`src/rtl/gcm_deadlock_report_collector.sv`:
```
// Debounces the HLS deadlock monitor block flags over a persistence window and
// publishes one latched deadlock report per event over a valid/ready handshake.
module gcm_deadlock_report_collector #(
    parameter int N_MON   = 8,
    parameter int PERSIST = 1024,
    parameter int IDX_W   = 5
) (
    input  logic             clock,
    input  logic             reset,
    input  logic [N_MON-1:0] mon_block,
    input  logic             clear,
    output logic             deadlock,
    output logic             rpt_valid,
    input  logic             rpt_ready,
    output logic [IDX_W-1:0] rpt_idx,
    output logic [N_MON-1:0] rpt_mask,
    output logic [7:0]       det_count
);

    localparam int CNT_W = $clog2(PERSIST + 1);

    localparam logic [1:0] S_IDLE     = 2'd0;
    localparam logic [1:0] S_ARMED    = 2'd1;
    localparam logic [1:0] S_DETECT   = 2'd2;
    localparam logic [1:0] S_REPORTED = 2'd3;

    logic [1:0]       state;
    logic [CNT_W-1:0] cnt;
    logic             any_blk;
    logic [IDX_W-1:0] low_idx;
    logic             detect_now;

    assign any_blk = |mon_block;

    // Scan downward so the last hit written is the lowest set bit.
    always_comb begin
        low_idx = '0;
        for (int i = N_MON - 1; i >= 0; i--) begin
            if (mon_block[i]) begin
                low_idx = IDX_W'(i);
            end
        end
    end

    always_comb begin
        detect_now = 1'b0;
        if (any_blk) begin
            if (state == S_IDLE && PERSIST == 1) begin
                detect_now = 1'b1;
            end else if (state == S_ARMED && cnt == CNT_W'(PERSIST - 1)) begin
                detect_now = 1'b1;
            end
        end
    end

    always_ff @(posedge clock) begin
        if (reset) begin
            state     <= S_IDLE;
            cnt       <= '0;
            deadlock  <= 1'b0;
            rpt_valid <= 1'b0;
            rpt_idx   <= '0;
            rpt_mask  <= '0;
            det_count <= '0;
        end else if (clear) begin
            // Report fields are deliberately retained for post-mortem reads.
            state     <= S_IDLE;
            cnt       <= '0;
            deadlock  <= 1'b0;
            rpt_valid <= 1'b0;
        end else if (detect_now) begin
            state     <= S_DETECT;
            cnt       <= '0;
            deadlock  <= 1'b1;
            rpt_valid <= 1'b1;
            rpt_idx   <= low_idx;
            rpt_mask  <= mon_block;
            if (det_count != 8'hFF) begin
                det_count <= det_count + 8'd1;
            end
        end else begin
            case (state)
                S_IDLE: begin
                    if (any_blk) begin
                        state <= S_ARMED;
                        cnt   <= CNT_W'(1);
                    end
                end
                S_ARMED: begin
                    if (!any_blk) begin
                        state <= S_IDLE;
                        cnt   <= '0;
                    end else begin
                        cnt <= cnt + CNT_W'(1);
                    end
                end
                S_DETECT: begin
                    if (rpt_ready) begin
                        state     <= S_REPORTED;
                        rpt_valid <= 1'b0;
                    end
                end
                default: begin
                    state <= S_REPORTED;
                end
            endcase
        end
    end

endmodule

```
`config.mk`:
```
export PLATFORM = sky130hd
export DESIGN_NAME = gcm_deadlock_report_collector
export DESIGN_NICKNAME = d
export VERILOG_FILES = /design/src/rtl/gcm_deadlock_report_collector.sv
export SDC_FILE = /design/constraint.sdc
export NUM_CORES = 1
export LEC_CHECK = 0
export ABC_AREA = 1
export CAP_MARGIN = 40
export CORE_MARGIN = 2
export CORE_UTILIZATION = 65
export DETAILED_ROUTE_END_ITERATION = 6
export DONT_BUFFER_PORTS = 1
export GPL_TIMING_DRIVEN = 0
export PLACE_DENSITY = 0.89
export SYNTH_ARGS = -nofsm -noshare
export SYNTH_HDL_FRONTEND = slang
export SYNTH_SLANG_ARGS = --single-unit
```
`constraint.sdc`:
```
create_clock -name clock -period 2.89 [get_ports clock]
set_input_delay 0.7225 -clock clock [delete_from_list [all_inputs] [get_ports clock]]
set_output_delay 0.7225 -clock clock [all_outputs]
set_load 0.01 [all_outputs]
```
# After elaboration in Yosys (flattened, before gate mapping)
# Index checks and enable logic that the tools add are counted.
[classes]
n_addsub = 2
eq_ne = 10
muxes = 21
n_bitwise = 1
n_reduce_logical = 14
[op_table]
columns = ["operator", "n"]
rows = [
  ["5-bit 2-to-1 mux", 7],
  ["11-bit 2-to-1 mux", 2],
  ["11-bit case mux with 2 select lines", 1],
  ["11-bit by 1-bit adder with 11-bit output (second input constant)", 1],
  ["11-bit by 10-bit == test with 1-bit output (second input constant)", 1],
  ["3-bit inequality test (second input constant)", 3],
  ["3-bit AND reduction", 3],
  ["8-bit by 1-bit adder with 8-bit output (second input constant)", 1],
  ["2-bit 2-to-1 mux", 4],
  ["8-bit inequality test (second input constant)", 1],
  ["8-bit OR reduction", 1],
  ["2-bit inequality test (second input constant)", 3],
  ["2-bit case mux with 3 select lines", 1],
  ["2-bit AND reduction", 3],
  ["2-bit nonzero test", 3],
  ["1-bit 2-to-1 mux", 5],
  ["3-bit 2-to-1 mux", 1],
  ["3-bit OR reduction", 1],
  ["2-bit by 1-bit == test with 1-bit output (second input constant)", 1],
  ["2-bit == test (second input constant)", 1],
  ["2-bit zero test", 1],
  ["2-bit OR reduction", 1],
  ["1-bit logical AND", 1],
  ["1-bit NOT", 1],
]
[word_totals]
register_bits = 36
in_bits = 12
output_inout_bits = 23
elab_cells = 56

# Longest topological paths before layout
# Gate-level depths: netlist (run 1).
[depth]
word_depth = 8
mapped_depth = 11
ltp_nobuf = 11

# Worst setup path after synthesis (run 1)
# No wires, ideal clock.
[synth_path]
path_type = "input-to-reg"
startpoint = "input port mon_block[1]"
endpoint = "register cnt[10]"
setup_time_ns = 0.066
t_arrival_ns = 1.622
required_time_ns = 2.824
slack_ns = 1.202
path_stages = 7
n_path_buf = 0
path_cell_list = "nor2_1 > nand2_1 > nor2_4 > inv_4 > o21ai_4 > nand2_1 > a21oi_2"
[synth_between]
elab_chain_len = 3
elab_cells_between_ends = 7
cone_classes = "eq/ne (1); mux (3); reduce/logical (3)"
[synth_rtl]
columns = ["element", "line_no", "rtl"]
rows = [
  ["start, declared", "10", "input logic [N_MON-1:0] mon_block,"],
  ["8-bit OR reduction *", "33", "assign any_blk = |mon_block;"],
  ["11-bit 2-to-1 mux (tied with other cells)", "90", "if (!any_blk) begin"],
  ["11-bit case mux with 2 select lines (tied with other cells)", "82", "case (state)"],
  ["end signal, assigned", "94", "cnt <= cnt + CNT_W'(1);"],
  ["end, declared", "28", "logic [CNT_W-1:0] cnt;"],
]
# Every way passes the cells marked *; elsewhere a longest branch is shown, timed or not.
# A chain may end at the register's enable or synchronous reset.

# Final worst setup path (run 1)
[layout_path]
startpoint = "register det_count[0]"
endpoint = "register det_count[2]"
[layout_between]
elab_chain_len = 2
elab_cells_between_ends = 3
cone_classes = "add/sub (1); eq/ne (1); reduce/logical (1)"
[layout_rtl]
columns = ["element", "line_no", "rtl"]
rows = [
  ["start, declared", "17", "output logic [7:0] det_count"],
  ["start signal, assigned", "79", "det_count <= det_count + 8'd1;"],
  ["branches (longest 2 deep; another with 8-bit by 1-bit adder with 8-bit output)", "n/a", ""],
]
# Parallel ways; which one is timed is not known.

==> results_dict.tcl, run 1 <==
set metrics [dict create \
    start_util_pct 67.5 \
    area_growth_pct 6.71 \
    gp_congestion 0.829 \
    max_stage_delay_ns 0.45 \
    num_rows 19 \
    cts_buffer_depth 2 \
    fp.coreArea_sq_um 2730 \
    pwr-share-comb_pct 4.7 \
    yosys-top-cells-area "dfxtp_1 37%, nand2_1 13%, a21oi_1 7.1%, nand3_1 5.4%, inv_1 5.1%" \
    synthTopCellsByCount "65 x nand2_1, 34 x dfxtp_1, 26 x a21oi_1" \
    worstPathCellList "ha_1 > nand2_1 > nor2_1 > nand4_1 > nand4_2 > nand2_1 > a21oi_1" \
    vias 1675 \
    maxCapViolCount 0 \
    drc 0 \
    grt_max_degree 11 \
    cts_tree "built" \
    critical_path.top_delay_family "simple AND/OR/NAND/NOR gates" \
    report.final.slew_viol_count 0 \
    ys_async_sr_fraction_pct 0 \
    clk_pin_slew_ns 0.10 \
    drt-total-wl_um 3740 \
    yosys.area.top_type "dfxtp_1" \
    yosysWarnings 0 \
    ys_types 29 \
    drive_above_1_share_pct 14.4 \
    ant_nets 0 \
    fin_skew_ns 0.0104 \
    via_per_inst 5.68 \
    cpMostUsedCell "nand2_1" \
    p_seq_share_pct 54.3 \
    first_global_vias 1575 \
    p_switching_mw 0.184 \
    path_max_fanout 8 \
    tns_ns 0 \
    cp_slowest_cell "dfxtp_1" \
    period_needed_ns 1.78 \
    outcome "finished clean" \
    die_area_sq_um 3280 \
    cp_num_buf_inv 0 \
    post-route-period-util_pct 61.7 \
    internal_power_mw 0.685 \
    hold_viol 0 \
    clock-sinks 34 \
    drt_pass1_iterations 4 \
    num_antenna_cells 0 \
    dp_hpwl_um 2780 \
    synth_seq_cells 34 \
    ys_seq_area_share_pct 36.9 \
    end_kind "flip-flop" \
    ir_drop_mv 0.405 \
    netlist_area_sq_um 1850 \
    grt_overflow 0 \
    hold_class "reg2reg" \
    grt_pass1_wl_um 6350 \
    leakagePower_nw 0.787 \
    power_density_nw_per_um2 441 \
    fmax_ghz 0.561 \
    avgSynthCellArea_sq_um 7.21 \
    synth_most_common_cell "nand2_1" \
    die_h_um 57.3 \
    grt_util_all_layers_pct 24.5 \
    crit_arrival_ns 2.05 \
    synth.top_cell.area_share_pct 36.9 \
    hold_buffers 0 \
    rsz0062_at_grt "no" \
    antenna_found_initial 0 \
    cts_setup_buffers 0 \
    nets 278 \
    cts_resized 0 \
    die_x_um 57.3 \
    clock_latency_ns 0.33 \
    start_kind "flip-flop" \
    path_class "reg2reg" \
    clkPwrFrac_pct 41.0 \
    portBuffers 0 \
    p_sw_share_pct 21.2 \
    cp.required_ns 3.16 \
    cts_buffers 5 \
    syn_inst 256 \
    htreeDepth 2 \
    setup-violations-final 0 \
    io_pins 35 \
    ys.flop_type "dfxtp_1" \
    clockRootBuffer "clkbuf_4" \
    final_core_util_pct 72.0 \
    avgRoutedWirePerCell_um 12.7 \
    synth_edf_count 0 \
    drt_iter0_markers 61 \
]
## placed cells by master (no fill, tap or decap)
cell type,count
nand2_1,65
dfxtp_1,34
a21oi_1,26
inv_1,25
nor2_1,21
nand3_1,20
nand4_1,13
nand3b_1,6
a21oi_2,6
clkbuf_4,6
nor2_4,4
buf_6,4
nand2_2,3
clkbuf_1,3
o21ai_0,3
xor2_1,3
nor2_2,2
nand4_2,2
o21bai_1,2
or2_2,2
ha_1,2
buf_4,2
conb_1,2
inv_4,1
o21ai_4,1
inv_2,1
nor2_8,1
nand3_2,1
nor3_1,1
clkbuf_8,1
bufinv_16,1
## power by group through the flow
| stage | clock, mW | sequential [mW] | combinational, mW |
|---|---|---|---|
| finish | 0.356 | 0.472 | 0.0409 |
| global route | 0.385 | 0.472 | 0.0464 |
| CTS | 0.363 | 0.472 | 0.0414 |
| detailed placement | 0 | 0.483 | 0.0412 |
| global placement | 0 | 0.483 | 0.0404 |
| floorplan | 0 | 0.482 | 0.0339 |
## per-stage QoR
| step | hold WS [ns] | setup WS (ns) | total power [mW] | cell area, sq um | cells |
|---|---|---|---|---|---|
| floorplan | 0.440 | 1.20 | 0.516 | 1850 | 257 |
| global placement | 0.453 | 1.05 | 0.523 | 1890 | 288 |
| detailed placement | 0.463 | 1.03 | 0.524 | 1890 | 288 |
| CTS | 0.479 | 1.09 | 0.876 | 1970 | 295 |
| global route | 0.500 | 0.914 | 0.904 | 1970 | 295 |
| finish | 0.474 | 1.11 | 0.869 | 1970 | 295 |
## final timing paths
| path | start | to | slack, ns | cells after the start |
|---|---|---|---|---|
| max | det_count[0] | det_count[2] | 1.11 | 7 |
| min | cnt[3] | cnt[3] | 0.47 | 2 |
| max reg2reg | det_count[0] | det_count[2] | 1.11 | 7 |
| min reg2reg | cnt[3] | cnt[3] | 0.47 | 2 |
## final cells by class
cell class	count	area, sq um
Buffer	10	78.8
Clock buffer	6	51.3
Clock inverter	1	30.0
Fill cell	231	764
Inverter	27	104
Multi-Input combinational cell	186	986
Sequential cell	34	681
Tap cell	31	38.8
## state kept, by name, indices dropped and copies added (netlist names)
| register | cells |
|---|---|
| cnt | 11 |
| deadlock | 1 |
| det_count | 8 |
| rpt_idx | 3 |
| rpt_mask | 8 |
| rpt_valid | 1 |
| state | 2 |
## routing by layer
layer | global-route usage [%] | up-vias | routed length, um
met2 | 40.6 | 50 | 1820
met4 | 15.0 | 0 | 101
li1 | - | 848 | -
met5 | 0 | - | 0
met1 | 27.3 | 762 | 1560
met3 | 7.71 | 15 | 251
## logic make-up after synthesis
family                     share of synthesized area, %
and+or+nand+nor                                    37.8
DFF                                                36.9
xor gates and xnor gates                           1.42
other                                             0.203
adders and majority gates                          1.36
buffers and inverters                              9.90
AOI/OAI and AO/OA                                  12.4
## worst register-to-register path: stages, from the launching register on
cell     delay, ns
dfxtp_1       0.45
ha_1          0.22
nand2_1       0.11
nor2_1        0.11
nand4_1       0.29
nand4_2       0.29
nand2_1       0.09
a21oi_1       0.16
Note: power is estimated with default switching activity, not from simulation.
==> inputs of run 2 (changes only) <==
--- a/config.mk
+++ b/config.mk
@@ -8,11 +8,11 @@
 export ABC_AREA = 1
 export CAP_MARGIN = 40
 export CORE_MARGIN = 2
-export CORE_UTILIZATION = 65
+export CORE_UTILIZATION = 62
 export DETAILED_ROUTE_END_ITERATION = 6
 export DONT_BUFFER_PORTS = 1
 export GPL_TIMING_DRIVEN = 0
-export PLACE_DENSITY = 0.89
+export PLACE_DENSITY = 0.86
 export SYNTH_ARGS = -nofsm -noshare
 export SYNTH_HDL_FRONTEND = slang
 export SYNTH_SLANG_ARGS = --single-unit
==> constraint.sdc (replaced) <==
create_clock -name clock -period 1.7 [get_ports clock]
set_input_delay 0.425 -clock clock [delete_from_list [all_inputs] [get_ports clock]]
set_output_delay 0.425 -clock clock [all_outputs]
set_load 0.01 [all_outputs]
==> run 2 against run 1 <==
Sequential share of layout area is 0.18 points lower. First-iteration DRC count up 82%. Critical path depth did not move. Setup slack worse by 1.0 ns. Critical endpoint is now det_count[3].
==> results_dict.tcl, run 2 (synthesis results as in run 1) <==
set metrics [dict create \
    outcome "finished clean" \
    largest_register "cnt" \
    pwr-share-comb_pct 5.3 \
    p_switching_mw 0.316 \
    cpMostUsedCell "nand4_1" \
    internal_power_mw 1.02 \
    post-route-period-util_pct 93.6 \
    layout_setup_ws_ns 0.108 \
    hold_class "in2reg" \
    first_global_vias 1481 \
    tns_ns 0 \
    num_antenna_cells 0 \
    ant_nets 0 \
    die_h_um 58.6 \
    path_class "reg2reg" \
    setup-violations-final 0 \
    drt-total-wl_um 3740 \
    maxCapViolCount 0 \
    p_seq_share_pct 60.0 \
    largest_register_ff_count 11 \
    dp_hpwl_um 2710 \
    clock_latency_ns 0.33 \
    portBuffers 0 \
    io_pins 35 \
    antenna_found_initial 0 \
    fmax_ghz 0.628 \
    area_growth_pct 8.07 \
    pre_cts_slack_ns -0.0563 \
    start_util_pct 66.4 \
    cp.required_ns 1.91 \
    cts_buffers 5 \
    via_per_inst 5.57 \
    vias 1661 \
    max_stage_delay_ns 0.40 \
    drt_iter0_markers 111 \
    drive_above_1_share_pct 16.9 \
    fp.coreArea_sq_um 2780 \
    fin_skew_ns 0.00131 \
    cp_slowest_cell "dfxtp_2" \
    hold_viol 0 \
    drt_pass1_iterations 4 \
    grt_pass1_wl_um 6310 \
    cts_buffer_depth 2 \
    grt_max_degree 11 \
    slew_headroom_pct 65.0 \
    ir_drop_mv 0.678 \
    cp_num_buf_inv 1 \
    tightest_slew_ns 0.525 \
    leakagePower_nw 0.788 \
    layout_common_cells "65 x nand2_1, 30 x dfxtp_1, 26 x a21oi_1, 25 x inv_1, 21 x nor2_1" \
    grt_overflow 0 \
    clockRootBuffer "clkbuf_4" \
    hold_buffers 0 \
    avgRoutedWirePerCell_um 12.6 \
    worstPathCellList "ha_1 > nand2_1 > nor2_1 > nand4_1 > buf_4 > nand4_1 > a21oi_1" \
    drc 0 \
    nets 280 \
    crit_arrival_ns 1.81 \
    path_max_fanout 5 \
    period_needed_ns 1.59 \
    grt_util_all_layers_pct 24.1 \
    cts_tree "built" \
    report.final.slew_viol_count 0 \
    power_density_nw_per_um2 671 \
    clock-sinks 34 \
    clk_pin_slew_ns 0.10 \
    gp_congestion 0.796 \
    die_area_sq_um 3430 \
    top_regs "cnt x11, det_count x8, rpt_mask x8" \
    rsz0062_at_grt "yes" \
    end_kind "flip-flop" \
    htreeDepth 2 \
    start_kind "flip-flop" \
    die_x_um 58.6 \
    clkPwrFrac_pct 34.7 \
    p_sw_share_pct 23.6 \
    fillers 233 \
    num_rows 19 \
    final_common_cell "nand2_1" \
    critical_path.top_delay_family "simple AND/OR/NAND/NOR gates" \
]
## run 2: cell count changes in the layout (fill, tap and decap cells not counted), sizes merged
cell    before  now
clkinv       0    1
bufinv       1    0
clkbuf      10   11
buf          6    8
## run 2: stage by stage
| stage | power (mW) | utilization, % | hold slack [ns] | std cells | area [sq um] |
|---|---|---|---|---|---|
| after floorplan | 0.878 | - | 0.440 | 257 | 1850 |
| after global placement | 0.890 | 67.9 | 0.451 | 288 | 1890 |
| after detailed placement | 0.891 | 67.9 | 0.465 | 288 | 1890 |
| after CTS | 1.35 | 70.6 | 0.232 | 298 | 1960 |
| after global routing | 1.40 | 71.7 | 0.227 | 298 | 1990 |
| final | 1.34 | 71.7 | 0.240 | 298 | 1990 |
## run 2: power groups by stage
stage	combinational, mW	clock, mW	sequential, mW
3_5_place_dp	0.0701	0	0.821
6_report	0.0711	0.465	0.803
5_1_grt	0.0788	0.517	0.803
4_1_cts	0.0701	0.473	0.802
3_3_place_gp	0.0692	0	0.821
2_1_floorplan	0.0577	0	0.820
## run 2: worst reg2reg max path, cell delays in order, from the launching register on
cell and delay (ns):
dfxtp_2 0.40, ha_1 0.21, nand2_1 0.11, nor2_1 0.11, nand4_1 0.23, buf_4 0.25, nand4_1 0.10, a21oi_1 0.07
## run 2: repair_timing
item / in CTS / in global routing
pin swaps: 0 / 1
resized for setup: 0 / 8
setup endpoints to repair: 8 / 27
setup buffers: 2 / 0
## run 2: final timing paths
kind,start,endpoint,slack [ns],cells past startpoint
worst min-delay path,mon_block[3],rpt_mask[3],0.24,2
worst max register to register,det_count[0],det_count[3],0.11,7
worst min register to register,cnt[3],cnt[3],0.47,2
worst max-delay path,det_count[0],det_count[3],0.11,7
## run 2: layer usage
layer,GRT usage (%),up-vias,routed length (um)
met5,0,-,0
met4,11.0,0,51
met3,7.91,4,219
met2,39.8,40,1850
met1,28.3,753,1620
li1,-,864,-
## run 2: area by class of cell
type                            count  area, sq um  area share [%]
Buffer                             10         78.8            3.95
Clock buffer                        7         55.1            2.76
Clock inverter                      1         5.00           0.251
Inverter                           27          104            5.21
Multi-Input combinational cell    186         1010            50.8
Sequential cell                    34          686            34.4
Tap cell                           31         38.8            1.94
Timing Repair Buffer                2         15.0           0.753
==> inputs of run 3 (changes only) <==
--- a/config.mk
+++ b/config.mk
@@ -8,11 +8,14 @@
 export ABC_AREA = 1
 export CAP_MARGIN = 40
 export CORE_MARGIN = 2
-export CORE_UTILIZATION = 62
+export CORE_UTILIZATION = 65
+export CTS_BUF_LIST = sky130_fd_sc_hd__clkbuf_4
 export DETAILED_ROUTE_END_ITERATION = 6
 export DONT_BUFFER_PORTS = 1
+export GPL_ROUTABILITY_DRIVEN = 0
 export GPL_TIMING_DRIVEN = 0
-export PLACE_DENSITY = 0.86
+export PLACE_DENSITY = 0.89
+export SKIP_LAST_GASP = 1
 export SYNTH_ARGS = -nofsm -noshare
 export SYNTH_HDL_FRONTEND = slang
 export SYNTH_SLANG_ARGS = --single-unit
==> run 3 against run 2 <==
Clock power rose by 22%. Cell area rose by 2.3%. Non-clock buffer count rose by 5. Flip-flop and latch count did not move. Hold slack got worse by 0.011 ns. Register-to-register slack got worse by 0.04 ns. Largest power group unchanged. Highest routed layer unchanged.
==> results_dict.tcl, run 3 (synthesis results as in run 1) <==
set metrics [dict create \
    outcome "finished clean" \
    start_util_pct 67.5 \
    post-route-period-util_pct 96.1 \
    cp.required_ns 1.98 \
    via_per_inst 5.68 \
    drt-total-wl_um 3950 \
    cts_tree "built" \
    pre_cts_slack_ns -0.0414 \
    largest_register "cnt" \
    grt_pass1_wl_um 6220 \
    hold_viol 0 \
    ir_drop_mv 0.709 \
    tightest_slew_ns 0.516 \
    finalPower_mw 1.45 \
    clk_pin_slew_ns 0.10 \
    cts_buffer_depth 2 \
    portBuffers 0 \
    nets 285 \
    rsz0062_at_grt "yes" \
    place_area_sq_um 1890 \
    num_antenna_cells 0 \
    fin_skew_ns 0.00728 \
    start_kind "flip-flop" \
    hold_class "in2reg" \
    power_density_nw_per_um2 709 \
    io_pins 35 \
    avgRoutedWirePerCell_um 13.1 \
    path_class "reg2reg" \
    grt_util_all_layers_pct 24.1 \
    drc 0 \
    antenna_found_initial 0 \
    clockRootBuffer "clkbuf_4" \
    grt_max_degree 11 \
    die_h_um 57.3 \
    setup-violations-final 0 \
    maxCapViolCount 0 \
    leakagePower_nw 0.815 \
    first_global_vias 1539 \
    cts_buffers 5 \
    crit_arrival_ns 1.91 \
    fmax_ghz 0.612 \
    path_max_fanout 8 \
    die_area_sq_um 3280 \
    clock-sinks 34 \
    htreeDepth 2 \
    hold_ws_ns 0.229 \
    slew_headroom_pct 65.6 \
    cp_slowest_cell "dfxtp_2" \
    worstPathCellList "ha_2 > nand2_2 > nor2_8 > nand4_2 > nor2_4 > buf_4 > nand4_1 > a21oi_1" \
    drive_above_1_share_pct 18.5 \
    layout_common_cells "64 x nand2_1, 31 x dfxtp_1, 26 x a21oi_1, 25 x inv_1, 21 x nor2_1" \
    tns_ns 0 \
    period_needed_ns 1.63 \
    clock_latency_ns 0.34 \
    dp_hpwl_um 2780 \
    die_x_um 57.3 \
    design_area_sq_um 2040 \
    layout_setup_ws_ns 0.0664 \
    drt_pass1_iterations 4 \
    area_growth_pct 10.5 \
    end_kind "flip-flop" \
    fp.coreArea_sq_um 2730 \
    drt_iter0_markers 108 \
    max_stage_delay_ns 0.36 \
    vias 1714 \
    report.final.slew_viol_count 0 \
    top_regs "cnt x11, det_count x8, rpt_mask x8" \
    ant_nets 0 \
    final_common_cell "nand2_1" \
    largest_register_ff_count 11 \
    num_rows 19 \
    grt_overflow 0 \
]
==> run 3: metrics by stage <==
| step | utilization [%] | std cells |
|---|---|---|
| final | 74.6 | 302 |
| after global routing | 74.6 | 302 |
| after CTS | 71.9 | 296 |
| after detailed placement | 69.1 | 288 |
| after global placement | 69.1 | 288 |
| after floorplan | - | 257 |
==> run 3: power breakdown <==
| group | leakage (nW) | total [mW] | switching [mW] | internal, mW |
|---|---|---|---|---|
| combinational | 0.501 | 0.0749 | 0.0497 | 0.0251 |
| sequential | 0.276 | 0.803 | 0.00327 | 0.799 |
| clock | 0.0387 | 0.568 | 0.271 | 0.297 |
| total | 0.815 | 1.45 | 0.324 | 1.12 |
==> run 3: cell type report <==
class                           count  area, sq um
Clock buffer                        5         37.5
Timing Repair Buffer                7         52.6
Sequential cell                    34          684
Buffer                             10         78.8
Fill cell                         217          694
Clock inverter                      2         33.8
Inverter                           27          104
Tap cell                           31         38.8
Multi-Input combinational cell    186         1010
==> run 3: worst paths after layout <==
kind / end / slack [ns] / start / cells past startpoint
max: det_count[3] / 0.07 / cnt[0] / 8
min: rpt_mask[3] / 0.23 / mon_block[3] / 2
max reg2reg: det_count[3] / 0.07 / cnt[0] / 8
min reg2reg: cnt[3] / 0.47 / cnt[3] / 2
==> run 3: per-layer routing <==
layer  vias up  part of all wire (%)  global-route usage (%)
met3         9                   6.3                    9.30
met5         -                     0                       0
met1       796                    43                    27.3
met4         0                   2.0                    11.3
li1        861                     -                       -
met2        48                    49                    39.9
==> run 3: critical path: cells and delay by family (launching register included) <==
kind	cells	cell delay, ns
simple gates	5	0.72
flops	1	0.36
fa+ha+maj	1	0.18
buf+inv	1	0.16
compound gates	1	0.15
==> run 3: repair_timing <==
action	in CTS	in global routing
endpoints found under the setup margin	7	27
hold buffers	0	0
hold endpoints to repair	0	0
pin swaps	0	3
cloned	0	1
buffers inserted	1	5
resized for setup	0	9
==> variant (config.mk and constraints of run 3) <==
`IDX_W`: 5 -> 4.
--- a/src/rtl/gcm_deadlock_report_collector.sv
+++ b/src/rtl/gcm_deadlock_report_collector.sv
@@ -4,5 +4,5 @@
     parameter int N_MON   = 8,
     parameter int PERSIST = 1024,
-    parameter int IDX_W   = 5
+    parameter int IDX_W   = 4
 ) (
     input  logic             clock,
Interface: changed (resized rpt_idx); port bits go from 35 to 34. No check against the original RTL was run, so the function may have changed too.
==> variant against run 3 <==
  * Total power is 11% higher
  * Utilization rose by 0.33 points
  * Count of clock-buffer cells in the layout did not move
  * Via count down 1.2%
  * Final area fell by 0.43%
  * Non-clock buffer count fell by 3
  * Fmax rose by 3.0%
  * Wire length decreased by 0.38%
  * Worst setup slack improved by 0.047 ns
  * Sequential cell count unchanged
  * Area after synthesis is 0.41% lower
  * Critical path type unchanged
  * Critical endpoint is now rpt_idx[1]
  * Largest power group unchanged
  * Highest routed layer unchanged
==> variant: results (changes against run 3) <==
Status: complete, no violations (unchanged). The net count reported at finish came to 281 (was 285). The met3 wire length came out at 311 µm (was 249 µm).

The maximum ir drop on the vdd rail came out at 817 µV (was 709 µV). The length of routed met2 wiring is 1.99 mm (was 1.93 mm). The routing usage on met3 is 7.26% (was 9.30%). The fraction of layout cells with a size suffix above 1 is 17.5% (was 18.5%). The mean number of vias per cell was 5.66 (was 5.68). The met1 track utilization from global routing was 29.3% (was 27.3%). The cell count after placement came out at 286 (was 288). The register share of the cell area is 33.8% (was 33.6%). The setup slack after layout was 0.114 ns (was 0.0664 ns).

Leading post-synthesis cells by cell area: sky130_fd_sc_hd__dfxtp_1 (37%), sky130_fd_sc_hd__nand2_1 (13%), sky130_fd_sc_hd__a21oi_1 (7.1%) (unchanged). The area after detailed placement is 0.00188 mm² (was 0.00189 mm²). The post-synthesis cell count is 255 (was 256). The number of cells on the worst reg-to-reg path came out at 9 (was 8).

The met1 layer wirelength in the final routing is 1.58 mm (was 1.69 mm). The multi-input combinational cell count is 185 (was 186). The final worst clock skew was 0.00739 ns (was 0.00728 ns). The number of DRC markers after the initial detailed-route iteration is 71 (was 108). The via count of the first global-routing pass is 1542 (was 1539). The arrival time at the worst endpoint came out at 1.79 ns (was 1.91 ns). The share of final layout cell area taken by clock buffers and inverters was 4.99% (was 3.50%).

The met2 usage in global routing came out at 42.7% (was 39.9%). The proportion of final cell area spent on non-clock buffers was 5.36% (was 6.44%). The number of detailed-route iterations in the first pass came out at 5 (was 4).

The sequential share of the synthesized area is 37.0% (was 36.9%). The capture point of the critical path was rpt_idx[1] (was det_count[3]). The total routing resource utilization after global routing came to 25.0% (was 24.1%). The worst setup timing slack at the placement stage came to -0.0329 ns (was -0.0414 ns). The largest fanout of any net on the critical path was 10 (was 8). The post-synthesis share of cell area spent on full adders, half adders and majority gates is 1.36% (about the same).
==> variant: cell types whose count changed after synthesis <==
cell	before	now
sky130_fd_sc_hd__buf_4	2	1
==> variant: worst register-to-register path, cell delays in order (launching register included) <==
cell,delay (ns)
sky130_fd_sc_hd__dfxtp_2,0.36
sky130_fd_sc_hd__ha_1,0.18
sky130_fd_sc_hd__nand2_2,0.10
sky130_fd_sc_hd__nor2_8,0.15
sky130_fd_sc_hd__nand3_2,0.12
sky130_fd_sc_hd__nor2_4,0.15
sky130_fd_sc_hd__nand3_2,0.12
sky130_fd_sc_hd__buf_6,0.16
sky130_fd_sc_hd__nand2_1,0.06
sky130_fd_sc_hd__a21oi_1,0.06
==> variant: report_power, final <==
part / total (µW) / internal [µW] / switching [µW]
clock network: 730 / 453 / 277
logic: 71.4 / 23.1 / 48.2
registers: 803 / 799 / 3.38
